### config.mk
export PLATFORM = sky130hd
export DESIGN_NAME = bank_xbar_pipe
export DESIGN_NICKNAME = d
export VERILOG_FILES = /design/src/rtl/bank_xbar_pipe.sv
export SDC_FILE = /design/constraint.sdc
export NUM_CORES = 2
export LEC_CHECK = 0
export BUFFER_PORTS_ARGS = -buffer_cell sky130_fd_sc_hd__buf_2
export CELL_PAD_IN_SITES_DETAIL_PLACEMENT = 1
export CELL_PAD_IN_SITES_GLOBAL_PLACEMENT = 1
export CORE_AREA = 3 3 450 452
export CTS_BUF_LIST = sky130_fd_sc_hd__clkbuf_4
export CTS_CLUSTER_DIAMETER = 50
export CTS_CLUSTER_SIZE = 20
export DETAILED_ROUTE_END_ITERATION = 6
export DIE_AREA = 0 0 453 455
export PLACE_DENSITY_LB_ADDON = 0.1
export SYNTH_ARGS = -nofsm -noshare
export SYNTH_HDL_FRONTEND = slang
export SYNTH_SLANG_ARGS = --single-unit
export TNS_END_PERCENT = 50
### constraint.sdc
create_clock -name clk -period 2.57 [get_ports clk]
set_input_delay 0 -clock clk [delete_from_list [all_inputs] [get_ports clk]]
set_output_delay 0 -clock clk [all_outputs]
set_load 0.01 [all_outputs]
### src/rtl/bank_xbar_pipe.sv
// Pipelined lane-to-bank crossbar for a multi-bank coefficient memory.
// Routes every lane to its target bank through a register stage, using fixed
// lowest-lane-wins priority. The routing of each read follows the BRAM latency
// so that read data goes back to the lanes that asked for it.
// Dropped lanes are reported and counted in a saturating counter.
module bank_xbar_pipe #(
    parameter int LANES  = 8,
    parameter int ADW    = 5,
    parameter int DW     = 32,
    parameter int RD_LAT = 2
) (
    input  logic                      clk,
    input  logic                      rst_n,
    input  logic                      in_valid,
    input  logic                      in_we,
    input  logic [LANES*ADW-1:0]      lane_addr,
    input  logic [LANES*$clog2(LANES)-1:0] lane_bank,
    input  logic [LANES*DW-1:0]       lane_wdata,
    output logic [LANES-1:0]          bank_en,
    output logic [LANES-1:0]          bank_we,
    output logic [LANES*ADW-1:0]      bank_addr,
    output logic [LANES*DW-1:0]       bank_wdata,
    input  logic [LANES*DW-1:0]       bank_rdata,
    output logic                      out_valid,
    output logic [LANES*DW-1:0]       lane_rdata,
    output logic                      conflict,
    output logic [LANES-1:0]          conflict_mask,
    output logic [15:0]               conflict_cnt,
    input  logic                      cnt_clr
);
    localparam int LW = $clog2(LANES);

    logic [LW-1:0]             win_lane [LANES];
    logic [LANES-1:0]          bank_hit;
    logic [LANES-1:0]          loser;

    logic [LANES-1:0]          bank_en_d, bank_we_d, bank_en_q, bank_we_q;
    logic [LANES*ADW-1:0]      bank_addr_d, bank_addr_q;
    logic [LANES*DW-1:0]       bank_wdata_d, bank_wdata_q;
    logic [LANES-1:0]          conflict_mask_d, conflict_mask_q;
    logic                      conflict_d, conflict_q;
    logic                      rd_req;

    // Read routing history: stage 0 sits beside the bank outputs, stage RD_LAT
    // lines up with the cycle in which bank_rdata is valid.
    logic [RD_LAT:0]                 pipe_vld_q;
    logic [RD_LAT:0][LANES*LW-1:0]   pipe_bank_q;
    logic [RD_LAT:0][LANES-1:0]      pipe_srv_q;

    logic                      out_valid_d, out_valid_q;
    logic [LANES*DW-1:0]       lane_rdata_d, lane_rdata_q;
    logic [15:0]               conflict_cnt_d, conflict_cnt_q;

    // Per-bank arbitration: scanning lanes top-down leaves the lowest-index requester as winner
    always_comb begin
        for (int b = 0; b < LANES; b++) begin
            bank_hit[b] = 1'b0;
            win_lane[b] = '0;
            for (int l = LANES - 1; l >= 0; l--) begin
                if (lane_bank[l*LW +: LW] == LW'(b)) begin
                    bank_hit[b] = 1'b1;
                    win_lane[b] = LW'(l);
                end
            end
        end
    end

    // A lane is dropped when any lower-index lane already claims the same bank
    always_comb begin
        for (int l = 0; l < LANES; l++) begin
            loser[l] = 1'b0;
            for (int j = 0; j < l; j++) begin
                if (lane_bank[j*LW +: LW] == lane_bank[l*LW +: LW]) begin
                    loser[l] = 1'b1;
                end
            end
        end
    end

    genvar gi;
    generate
        for (gi = 0; gi < LANES; gi++) begin : g_bank
            assign bank_en_d[gi] = in_valid & bank_hit[gi];
            assign bank_we_d[gi] = bank_en_d[gi] & in_we;
            assign bank_addr_d[gi*ADW +: ADW] =
                bank_en_d[gi] ? lane_addr[win_lane[gi]*ADW +: ADW] : '0;
            assign bank_wdata_d[gi*DW +: DW] =
                bank_en_d[gi] ? lane_wdata[win_lane[gi]*DW +: DW] : '0;
        end

        // Steer the registered bank data back to each served lane; dropped or idle lanes read 0
        for (gi = 0; gi < LANES; gi++) begin : g_ret
            logic [LW-1:0] src_bank;
            assign src_bank = pipe_bank_q[RD_LAT][gi*LW +: LW];
            assign lane_rdata_d[gi*DW +: DW] =
                (pipe_vld_q[RD_LAT] & pipe_srv_q[RD_LAT][gi]) ? bank_rdata[src_bank*DW +: DW] : '0;
        end
    endgenerate

    assign conflict_mask_d = in_valid ? loser : '0;
    assign conflict_d      = |conflict_mask_d;
    assign rd_req          = in_valid & ~in_we;
    assign out_valid_d     = pipe_vld_q[RD_LAT];

    // Saturating conflict counter; a clear overrides a same-cycle increment
    always_comb begin
        conflict_cnt_d = conflict_cnt_q;
        if (cnt_clr) begin
            conflict_cnt_d = '0;
        end else if (conflict_q && (conflict_cnt_q != 16'hFFFF)) begin
            conflict_cnt_d = conflict_cnt_q + 16'd1;
        end
    end

    // Request stage registers: bank port drive and conflict report
    always_ff @(posedge clk or negedge rst_n) begin
        if (!rst_n) begin
            bank_en_q       <= '0;
            bank_we_q       <= '0;
            bank_addr_q     <= '0;
            bank_wdata_q    <= '0;
            conflict_q      <= 1'b0;
            conflict_mask_q <= '0;
        end else begin
            bank_en_q       <= bank_en_d;
            bank_we_q       <= bank_we_d;
            bank_addr_q     <= bank_addr_d;
            bank_wdata_q    <= bank_wdata_d;
            conflict_q      <= conflict_d;
            conflict_mask_q <= conflict_mask_d;
        end
    end

    // Read routing shift pipeline; reset drops every in-flight read
    always_ff @(posedge clk or negedge rst_n) begin
        if (!rst_n) begin
            pipe_vld_q  <= '0;
            pipe_bank_q <= '0;
            pipe_srv_q  <= '0;
        end else begin
            pipe_vld_q  <= {pipe_vld_q[RD_LAT-1:0], rd_req};
            pipe_bank_q <= {pipe_bank_q[RD_LAT-1:0], lane_bank};
            pipe_srv_q  <= {pipe_srv_q[RD_LAT-1:0], ~loser};
        end
    end

    // Return stage and counter registers
    always_ff @(posedge clk or negedge rst_n) begin
        if (!rst_n) begin
            out_valid_q    <= 1'b0;
            lane_rdata_q   <= '0;
            conflict_cnt_q <= '0;
        end else begin
            out_valid_q    <= out_valid_d;
            lane_rdata_q   <= lane_rdata_d;
            conflict_cnt_q <= conflict_cnt_d;
        end
    end

    assign bank_en       = bank_en_q;
    assign bank_we       = bank_we_q;
    assign bank_addr     = bank_addr_q;
    assign bank_wdata    = bank_wdata_q;
    assign conflict      = conflict_q;
    assign conflict_mask = conflict_mask_q;
    assign out_valid     = out_valid_q;
    assign lane_rdata    = lane_rdata_q;
    assign conflict_cnt  = conflict_cnt_q;

endmodule

==> results_dict.tcl <==
set metrics [dict create \
    outcome "complete, but fails checks" \
    violations "negative setup slack" \
    drc 0 \
    synth_edf_count 0 \
    worst_slew_pin_slew_ps 1004 \
    insertion_delay_ps 1360 \
    fmax_mhz 373.7 \
    layout_min_cycle_time_ps 2676 \
    yosys_most_used_dff "dfrtp_1" \
    grt_overflow 0 \
    portBuffers 1173 \
    path_cells "dlygate4sd3_1, clkbuf_4, dlygate4sd3_1, buf_6, inv_1, a31oi_2, nand3b_1, o31ai_4, buf_4, buf_12, a31oi_1, and3_1, dlygate4sd3_1" \
    vias_per_cell 5.975 \
    slowest_stage "dlygate4sd3_1" \
    worst_r2r_path_depth 5 \
    critPathCaptureType "flip-flop" \
    skew_ps 165.9 \
    grt_max_degree 105 \
    period_share 1.041 \
    synth_top_area_share 0.3069 \
    finalPower_w 0.04081 \
    slew_viol_final 0 \
    finalSetupViolations 17 \
    cp-start-kind "primary input" \
    hold_slack_ps 140.5 \
    area.growth.synth_to_final_pct 50.75 \
    core.rowCount 164 \
    required_ps 3680 \
    yosys_warnings 0 \
    ir_drop_v 0.0004709 \
    final_util 0.4270 \
    cp.arrival_ps 3790 \
    first_pass_iters 7 \
    p_leak_nw 38.49 \
    critPathBufInv 8 \
    num_io_pins 1175 \
    power_density_mw_per_mm2 479.8 \
    place.gp.congestion 0.9213 \
    seq_area_frac_synth 0.3069 \
    async_reset_ff_frac 1.000 \
    cts_made_buffers 130 \
    synth.area.top_cells "dfrtp_1 (31%), mux4_2 (20%), nand2_1 (11%), mux2i_1 (8.5%), a31oi_1 (3.0%)" \
    ys_ff_latch 692 \
    cp_common_cell "dlygate4sd3_1" \
    path_clk_slew_ps 140 \
    rsz0062_at_grt "true" \
    nets 9251 \
    cts_tree "done" \
    fillCellCount 22870 \
    grt_pass1_vias 70640 \
    hold_path_depth 6 \
    critical-path-max-stage-delay_ps 670 \
    grt_pass1_wl_um 550000 \
    crit_fanout 15 \
    core_area_mm2 0.1992 \
    die-width_um 453 \
    drive_above_1_share 0.2729 \
    antenna_found_initial 87 \
    worst_slew_margin_rel 0.3253 \
    yosys-top-cells-count "nand2_1 (1583), dfrtp_1 (692), mux4_2 (512), mux2i_1 (479), clkbuf_1 (451)" \
    initialDrtViolationCount 7231 \
    cts-root-buf "clkbuf_4" \
    h-tree-depth 4 \
    die_area_mm2 0.2061 \
    initial_core_util 0.2832 \
    drtAntennaViolNets 0 \
    synth_area_per_cell_um2 8.919 \
    critPathTopFamily "buffers and inverters" \
    yosys.area.top_type "dfrtp_1" \
    place_hpwl_um 251500 \
    synth.most_common_cell "nand2_1" \
    hold_viol_final 0 \
    drv_cap 0 \
    crit_cells 13 \
    rrSetupSlack_ps -100 \
    crit_type "primary input to flip-flop" \
    grt_usage 0.3695 \
    wirelength_um 397200 \
    netlist_instances 6327 \
    dieHeight_um 455 \
    cts_max_path_buffers 3 \
    worstHoldPathType "primary input to flip-flop" \
    synth_cell_types 66 \
    synthesis.nets 6909 \
    fin_ws_ps -106.1 \
    netlist_area_mm2 0.05643 \
    vias 68620 \
    post_drt_wl_per_cell_um 34.59 \
    cts_sinks 692 \
]
[cell families (layout without fill, tap and decap cells)]
family,count (synthesis),in the layout,synth area share
compound gates,1043,1043,0.1206
simple gates,2604,2604,0.1989
other cells,2,54,0.0001331
flops,692,692,0.3069
buf+inv,901,3349,0.06951
xor+xnor,93,93,0.01443
mux,991,991,0.2893
fa+ha+maj,1,1,0.0002217
[registers in the layout (all words and copies together) (netlist names)]
| register | cells |
|---|---|
| pipe_srv_q | 24 |
| lane_rdata | 256 |
| bank_addr | 40 |
| pipe_bank_q | 48 |
| bank_wdata | 256 |
| conflict_cnt | 16 |
| g_ret.src_bank | 24 |
| out_valid | 1 |
| pipe_vld_q | 3 |
| conflict | 1 |
| conflict_mask | 7 |
| bank_we | 8 |
| bank_en | 8 |
[report_power, final]
part / leakage, nW / internal (W) / switching (W)
Combinational: 28.2 / 0.00735 / 0.00990
Sequential: 9.08 / 0.0118 / 0.000861
Clock: 1.20 / 0.00498 / 0.00592
Total: 38.5 / 0.0241 / 0.0167
[per-layer routing]
layer	GRT usage	part of all wire	vias up
met2	0.5876	0.46	4615
met3	0.09124	0.094	1382
met1	0.4393	0.36	34930
li1	-	-	27650
met4	0.2575	0.081	42
met5	0	0.00067	-
[repair_timing]
action	CTS	global route
setup endpoints to repair	0	78
hold endpoints to repair	1316	131
buffers inserted	0	12
hold buffers	1529	13
resized for setup	0	32
[stage by stage]
stage               std cells  area [um^2]  TNS [ps]  setup WS, ps
floorplan                6327        56430         0         480.8
global placement         9638        66950     -1472        -110.8
detailed placement       9638        66950    -123.8        -44.31
CTS                     11410        84500         0         11.99
global route            11470        85040    -438.2        -68.26
finish                  11480        85070    -557.7        -106.1
[final cells by class]
| type | count | area [um^2] | share of cell area |
|---|---|---|---|
| well taps | 2656 | 3323 | 0.03906 |
| clock buffers | 147 | 1104 | 0.01297 |
| multi-input cells | 4734 | 35720 | 0.4199 |
| diodes | 52 | 130.1 | 0.001530 |
| repair buffers | 3092 | 26240 | 0.3084 |
| flip-flops and latches | 692 | 17370 | 0.2042 |
| clock inverters | 91 | 1109 | 0.01303 |
| inverters | 19 | 71.32 | 0.0008384 |
[worst paths after layout]
check	startpoint	to
min in group asynchronous	rst_n	lane_rdata[204]$_DFF_PN0_
setup / recovery	lane_bank[11]	bank_addr[17]$_DFF_PN0_
max in group asynchronous	rst_n	g_ret[4].src_bank[0]$_DFF_PN0_
hold reg to reg	pipe_bank_q[12]$_DFF_PN0_	pipe_bank_q[36]$_DFF_PN0_
hold / removal	bank_rdata[249]	lane_rdata[153]$_DFF_PN0_
setup reg to reg	g_ret[6].src_bank[1]$_DFF_PN0_	lane_rdata[223]$_DFF_PN0_
[cell usage in the layout, fill, tap and decap left out, types with 9 or more instances in the layout]
master	Yosys	final
nand3b_1	13	13
buf_2	255	1168
a211oi_1	76	76
a21oi_1	304	301
xnor2_1	45	45
buf_12	0	152
o22ai_1	74	74
clkinvlp_4	0	10
nor3_1	26	26
nor2_1	396	380
nor3b_1	16	14
inv_1	18	18
diode_2	0	52
mux2i_1	479	478
xor2_1	48	48
clkbuf_4	0	150
buf_4	52	215
and4_1	39	39
buf_6	2	9
o21ai_4	0	12
dlygate4sd3_1	0	1531
nand2_1	1583	1575
and3b_1	13	12
bufinv_16	0	19
dfrtp_4	0	10
clkinv_1	1	17
a31oi_1	274	272
dfrtp_2	0	14
nand3_1	243	243
dfrtp_1	692	668
a32oi_1	74	74
clkinv_2	0	17
a22oi_1	148	148
and3_1	226	225
mux4_2	512	512
nor2_4	0	12
o22a_1	37	37
[worst reg2reg max path: cells and delay by family, from the launching register on]
kind / cells / cell delay (ps)
buf+inv: 2 / 880
flops: 1 / 920
simple gates: 1 / 200
mux: 2 / 630
(Power assumes the default switching activity.)
